`config.mk`:
```
export PLATFORM = sky130hd
export DESIGN_NAME = mac3_pipe
export DESIGN_NICKNAME = d
export VERILOG_FILES = /design/src/rtl/mac3_pkg.sv /design/src/rtl/mac3_mult.sv /design/src/rtl/mac3_pipe.sv
export SDC_FILE = /design/constraint.sdc
export NUM_CORES = 2
export LEC_CHECK = 0
export BUFFER_PORTS_ARGS = -buffer_cell sky130_fd_sc_hd__buf_2
export CAP_MARGIN = 20
export CORE_MARGIN = 2
export CORE_UTILIZATION = 60
export CTS_CLUSTER_DIAMETER = 120
export DETAILED_ROUTE_END_ITERATION = 16
export PLACE_DENSITY = 0.77
export SLEW_MARGIN = 30
export SYNTH_ARGS = -nofsm -noshare
export SYNTH_HDL_FRONTEND = slang
export SYNTH_SLANG_ARGS = --single-unit
```
`constraint.sdc`:
```
create_clock -name clk -period 21.6 [get_ports clk]
set_input_delay 1.08 -clock clk [delete_from_list [all_inputs] [get_ports clk]]
set_output_delay 1.08 -clock clk [all_outputs]
set_load 0.03 [all_outputs]
```
`src/rtl/mac3_pkg.sv`:
```
// rtl/mac3_pkg.sv - shared encodings and stage payload for the mac3 datapath
package mac3_pkg;

    localparam int IN_W_DEF  = 32;
    localparam int OUT_W_DEF = 36;

    typedef enum logic [1:0] {
        MODE_MULADD = 2'b00,
        MODE_ADD3   = 2'b01,
        MODE_ACC    = 2'b10,
        MODE_MULSUB = 2'b11
    } mode_t;

    // Control part of a stage payload; operand fields are sized by the
    // instantiating module since their width is a module parameter.
    typedef struct packed {
        mode_t mode;
        logic  acc_clr;
        logic  valid;
    } stage_ctrl_t;

endpackage

```
`src/rtl/mac3_mult.sv`:
```
// rtl/mac3_mult.sv - registered unsigned IN_W x IN_W multiplier (stage S2)
module mac3_mult
    import mac3_pkg::*;
#(
    parameter int IN_W = IN_W_DEF
) (
    input  logic              clk,
    input  logic              rst_n,
    input  logic [IN_W-1:0]   a,
    input  logic [IN_W-1:0]   b,
    output logic [2*IN_W-1:0] prod
);

    always_ff @(posedge clk) begin
        if (!rst_n) begin
            prod <= '0;
        end else begin
            prod <= {{IN_W{1'b0}}, a} * {{IN_W{1'b0}}, b};
        end
    end

endmodule

```
`src/rtl/mac3_pipe.sv`:
```
// rtl/mac3_pipe.sv - three-stage A/B/C -> Q arithmetic pipe with accumulator
module mac3_pipe
    import mac3_pkg::*;
#(
    parameter int IN_W  = IN_W_DEF,
    parameter int OUT_W = OUT_W_DEF,
    parameter int LAT   = 3
) (
    input  logic             clk,
    input  logic             rst_n,
    input  logic             valid_in,
    input  logic [1:0]       mode,
    input  logic             acc_clr,
    input  logic [IN_W-1:0]  A_in,
    input  logic [IN_W-1:0]  B_in,
    input  logic [IN_W-1:0]  C_in,
    output logic [OUT_W-1:0] Q,
    output logic             valid_out,
    output logic             ovf
);

    localparam int FW = 2*IN_W + 2;

    if (LAT != 3) begin : g_lat_chk
        $error("mac3_pipe: only LAT=3 is supported");
    end
    if (OUT_W < IN_W + 1 || OUT_W > 2*IN_W + 1) begin : g_out_w_chk
        $error("mac3_pipe: OUT_W must lie in IN_W+1 .. 2*IN_W+1");
    end

    logic [IN_W-1:0]   s1_a, s1_b, s1_c;
    stage_ctrl_t       s1_ctrl;

    logic [2*IN_W-1:0] s2_prod;
    logic [IN_W:0]     s2_sum;
    logic [IN_W-1:0]   s2_c;
    stage_ctrl_t       s2_ctrl;

    logic [OUT_W-1:0]  acc;

    logic [FW-1:0]     s3_lhs, s3_c, s3_acc_base, s3_full;
    logic              s3_under, s3_ovf;

    // S1: operand and control capture
    always_ff @(posedge clk) begin
        if (!rst_n) begin
            s1_a    <= '0;
            s1_b    <= '0;
            s1_c    <= '0;
            s1_ctrl <= '0;
        end else begin
            s1_a    <= A_in;
            s1_b    <= B_in;
            s1_c    <= C_in;
            s1_ctrl <= '{mode: mode_t'(mode), acc_clr: acc_clr, valid: valid_in};
        end
    end

    // S2: product in the sub-module, A+B alongside for ADD3
    mac3_mult #(.IN_W(IN_W)) u_mult (
        .clk  (clk),
        .rst_n(rst_n),
        .a    (s1_a),
        .b    (s1_b),
        .prod (s2_prod)
    );

    always_ff @(posedge clk) begin
        if (!rst_n) begin
            s2_sum  <= '0;
            s2_c    <= '0;
            s2_ctrl <= '0;
        end else begin
            s2_sum  <= {1'b0, s1_a} + {1'b0, s1_b};
            s2_c    <= s1_c;
            s2_ctrl <= s1_ctrl;
        end
    end

    // S3: full-precision combine; the accumulator lives here, so a following
    // ACC sample always sees the value written by the one just before it.
    always_comb begin
        s3_lhs      = (s2_ctrl.mode == MODE_ADD3) ? FW'(s2_sum) : FW'(s2_prod);
        s3_c        = FW'(s2_c);
        s3_acc_base = s2_ctrl.acc_clr ? '0 : FW'(acc);
        s3_full     = '0;
        s3_under    = 1'b0;
        case (s2_ctrl.mode)
            MODE_MULADD,
            MODE_ADD3:   s3_full = s3_lhs + s3_c;
            MODE_ACC:    s3_full = s3_lhs + s3_acc_base;
            MODE_MULSUB: begin
                s3_full  = s3_lhs - s3_c;
                s3_under = (s3_lhs < s3_c);
            end
            default:     s3_full = '0;
        endcase
        s3_ovf = s3_under || (|s3_full[FW-1:OUT_W]);
    end

    always_ff @(posedge clk) begin
        if (!rst_n) begin
            Q         <= '0;
            ovf       <= 1'b0;
            valid_out <= 1'b0;
            acc       <= '0;
        end else begin
            valid_out <= s2_ctrl.valid;
            if (s2_ctrl.valid) begin
                Q   <= s3_full[OUT_W-1:0];
                ovf <= s3_ovf;
                if (s2_ctrl.mode == MODE_ACC) begin
                    acc <= s3_full[OUT_W-1:0];
                end
            end
        end
    end

endmodule

```
==> metrics <==
Max-Cap Viols=0; first-pass GRT wire length=229000 um; Core Region=81800 um2; filler instances=6949; multi-input logic area=38700 um2; Die Area=about 85000 um2; max-slew violation count=0; worst slack at placement=13.10 ns; IO Pins=140; Congestion Overflow GR=0; Post-CTS Setup Inserts=0; syn nets=7062; FF+latch count, synth=307; Sw Pwr=approximately 2.2 mW; unrepaired setup endpoints after global routing=no; GRT Total Usage=34.8%; Worst Clk Skew=0.0441 ns; Flop pwr share=16.0%; critical path peak fanout=32; Max Clk Rate=115 MHz; DRT iter0 DRCs=about 3300; P&R area growth vs syn=5.59%; count of input and output buffers=139; CP dominant cell by count=fa_1; ANT nets after route=0; leakage power=24.9 nW; maximum VDD drop=0.0988 mV; top-count cell post-synth=inv_1; fin nets=7003; switching part of the total=49.7%; CTS tree=yes; vias in the first global route=40900; clk_lat worst skew=approximately 0.63 ns; placed cell area=50800 um2; Post-synth EDFFs=0; ys flop type=dfxtp_1; FFs w/ async S/R, synth=0%; commonest cells in the netlist=911 x inv_1, 898 x fa_1, 763 x nand2_1; post-synth top area share=36.4%; minimum clock period=8.69 ns; FF+latch area=6150 um2; YS warnings=0; Yosys cell types=85; critical path's slowest cell=dfxtp_2; layout cell share with drive strength beyond 1=5.51%; Worst Path Arrival=9.16 ns; Finished Core Util=63.7%; CTS Sinks=307; post-cts hold buffer count=0; mapped cell area=49400 um2; Final Hold Fails=0; Int Pwr=2.27 mW; Setup CP Type=flop to flop; die width=just under 300 um; die height=291 um; H-tree lvl count=2; post-synth top area cell=fa_1; final worst slack=12.91 ns; dominant cells by area after synthesis=fa_1 36%, dfxtp_1 12%, ha_1 9.2%; DRC Markers=0; total CTS buffers=37; Power per Cell Area=roughly 87 nW/um2; Clk network pwr share=between 10% and 20%; post-CTS resize count=0; Synth Instances=5697; crit path launch type=flop; RePlAce Congestion=0.948; drt first pass iters=6; num rows=105; Hold Path Class=flop to flop; run status=finished, final reports clean; largest net degree at the start of global routing=115; total power=about 4.5 mW; Worst Tran Pin Value=roughly 0.94 ns; Initial Util=60.4%; Clk pin slew, worst setup/hold paths=0.06 ns; initial antenna violation count=1; Clock Path Buffers=3; WL final=144000 um; per-cell routed wire length=21.4 um; Combinational Power Share=68.9%; CTS root buffer=clkbuf_16; Worst Setup End Kind=flop; final instance area=around 52000 um2; Seq/Total Area, Yosys=around an eighth; final period utilization=40.2%; syn avg cell area=8.67 um2; setup tns final=0 ns; CP peak stage delay=about 0.88 ns; DP HPWL=109000 um; number of endpoints failing setup at the final stage=0; CP required=22.07 ns; Slew headroom=between 30 and 40%; DR vias=39400; Via density=5.84
[worst paths after layout]
kind | cells past startpoint | start | endpoint | slack, ns
hold reg to reg | 1 | s1_ctrl[3]$_SDFF_PN0_ | s2_ctrl[3]$_SDFF_PN0_ | 0.43
hold / removal | 1 | s1_ctrl[3]$_SDFF_PN0_ | s2_ctrl[3]$_SDFF_PN0_ | 0.43
setup / recovery | 25 | s1_a[11]$_SDFF_PN0_ | u_mult.prod[63]$_SDFF_PN0_ | 12.91
setup reg to reg | 25 | s1_a[11]$_SDFF_PN0_ | u_mult.prod[63]$_SDFF_PN0_ | 12.91
[cells in the final DEF, fill, tap and decap left out, types with 74 or more instances in the layout]
cell / instances
o21ai_0: 160
nor2_1: 231
buf_4: 74
dfxtp_1: 300
nand2_1: 761
and2_1: 725
a21oi_1: 227
buf_2: 138
ha_1: 365
xnor2_1: 79
inv_1: 911
fa_1: 898
[power by group through the flow]
| stage | Clock, mW | Sequential [mW] | Combinational [mW] |
|---|---|---|---|
| 2_1_floorplan | 0 | 0.685 | 2.20 |
| 3_3_place_gp | 0 | 0.732 | 2.99 |
| 3_5_place_dp | 0 | 0.730 | 3.03 |
| 4_1_cts | 0.695 | 0.718 | 3.05 |
| 5_1_grt | 0.717 | 0.725 | 3.44 |
| 6_report | 0.683 | 0.722 | 3.11 |
[through the flow]
stage | std cells | hold WS (ns)
floorplan | 5697 | 0.406
global placement | 6669 | 0.414
detailed placement | 6669 | 0.419
CTS | 6737 | 0.417
global route | 6737 | 0.450
finish | 6739 | 0.426
[critical path, delay by kind of cell (launching register included)]
family / cells / cell delay, ns
adder cells (fa/ha/maj): 9 / 4.30
AO/OA/AOI/OAI: 7 / 1.84
AND/OR/NAND/NOR: 5 / 1.26
flip-flops: 1 / 0.88
buffers and inverters: 4 / 0.22
[sequential cells by signal (all words and copies together) (netlist names)]
name,count
u_mult.prod,64
Q,36
acc,36
s2_sum,33
s1_a,32
s1_b,32
s1_c,32
s2_c,32
s1_ctrl,4
s2_ctrl,4
ovf,1
valid_out,1
[kinds of logic (layout without fill, tap and decap cells)]
family	after synthesis	count (layout)	share of synthesized area, %
compound gates	724	724	9.24
xor+xnor	141	141	2.50
fa+ha+maj	1263	1263	45.6
buf+inv	1223	1193	9.36
flops	307	307	12.4
mux	7	7	0.142
other cells	0	2	0
simple gates	2032	2032	20.7
[final cells by class]
class / instances / share of cell area [%]
multi-input combinational: 4167 / 74.1
sequential: 307 / 11.8
timing repair buffer: 213 / 2.41
tap: 1070 / 2.57
antenna: 2 / 0.00959
inverter: 912 / 6.57
clock buffer: 47 / 1.94
clock inverter: 21 / 0.619
[per-layer routing]
layer / track usage (%) / wire (um) / up-vias / part of all wire (%)
li1: - / - / 17600 / -
met1: 47.7 / 59300 / 19500 / 41
met2: 55.5 / 65900 / 1983 / 46
met3: 7.38 / 14500 / 339 / 10
met4: 10.8 / 4740 / 0 / 3.3
met5: 0 / 0 / - / 0
Power figures use the tool's default switching activity.
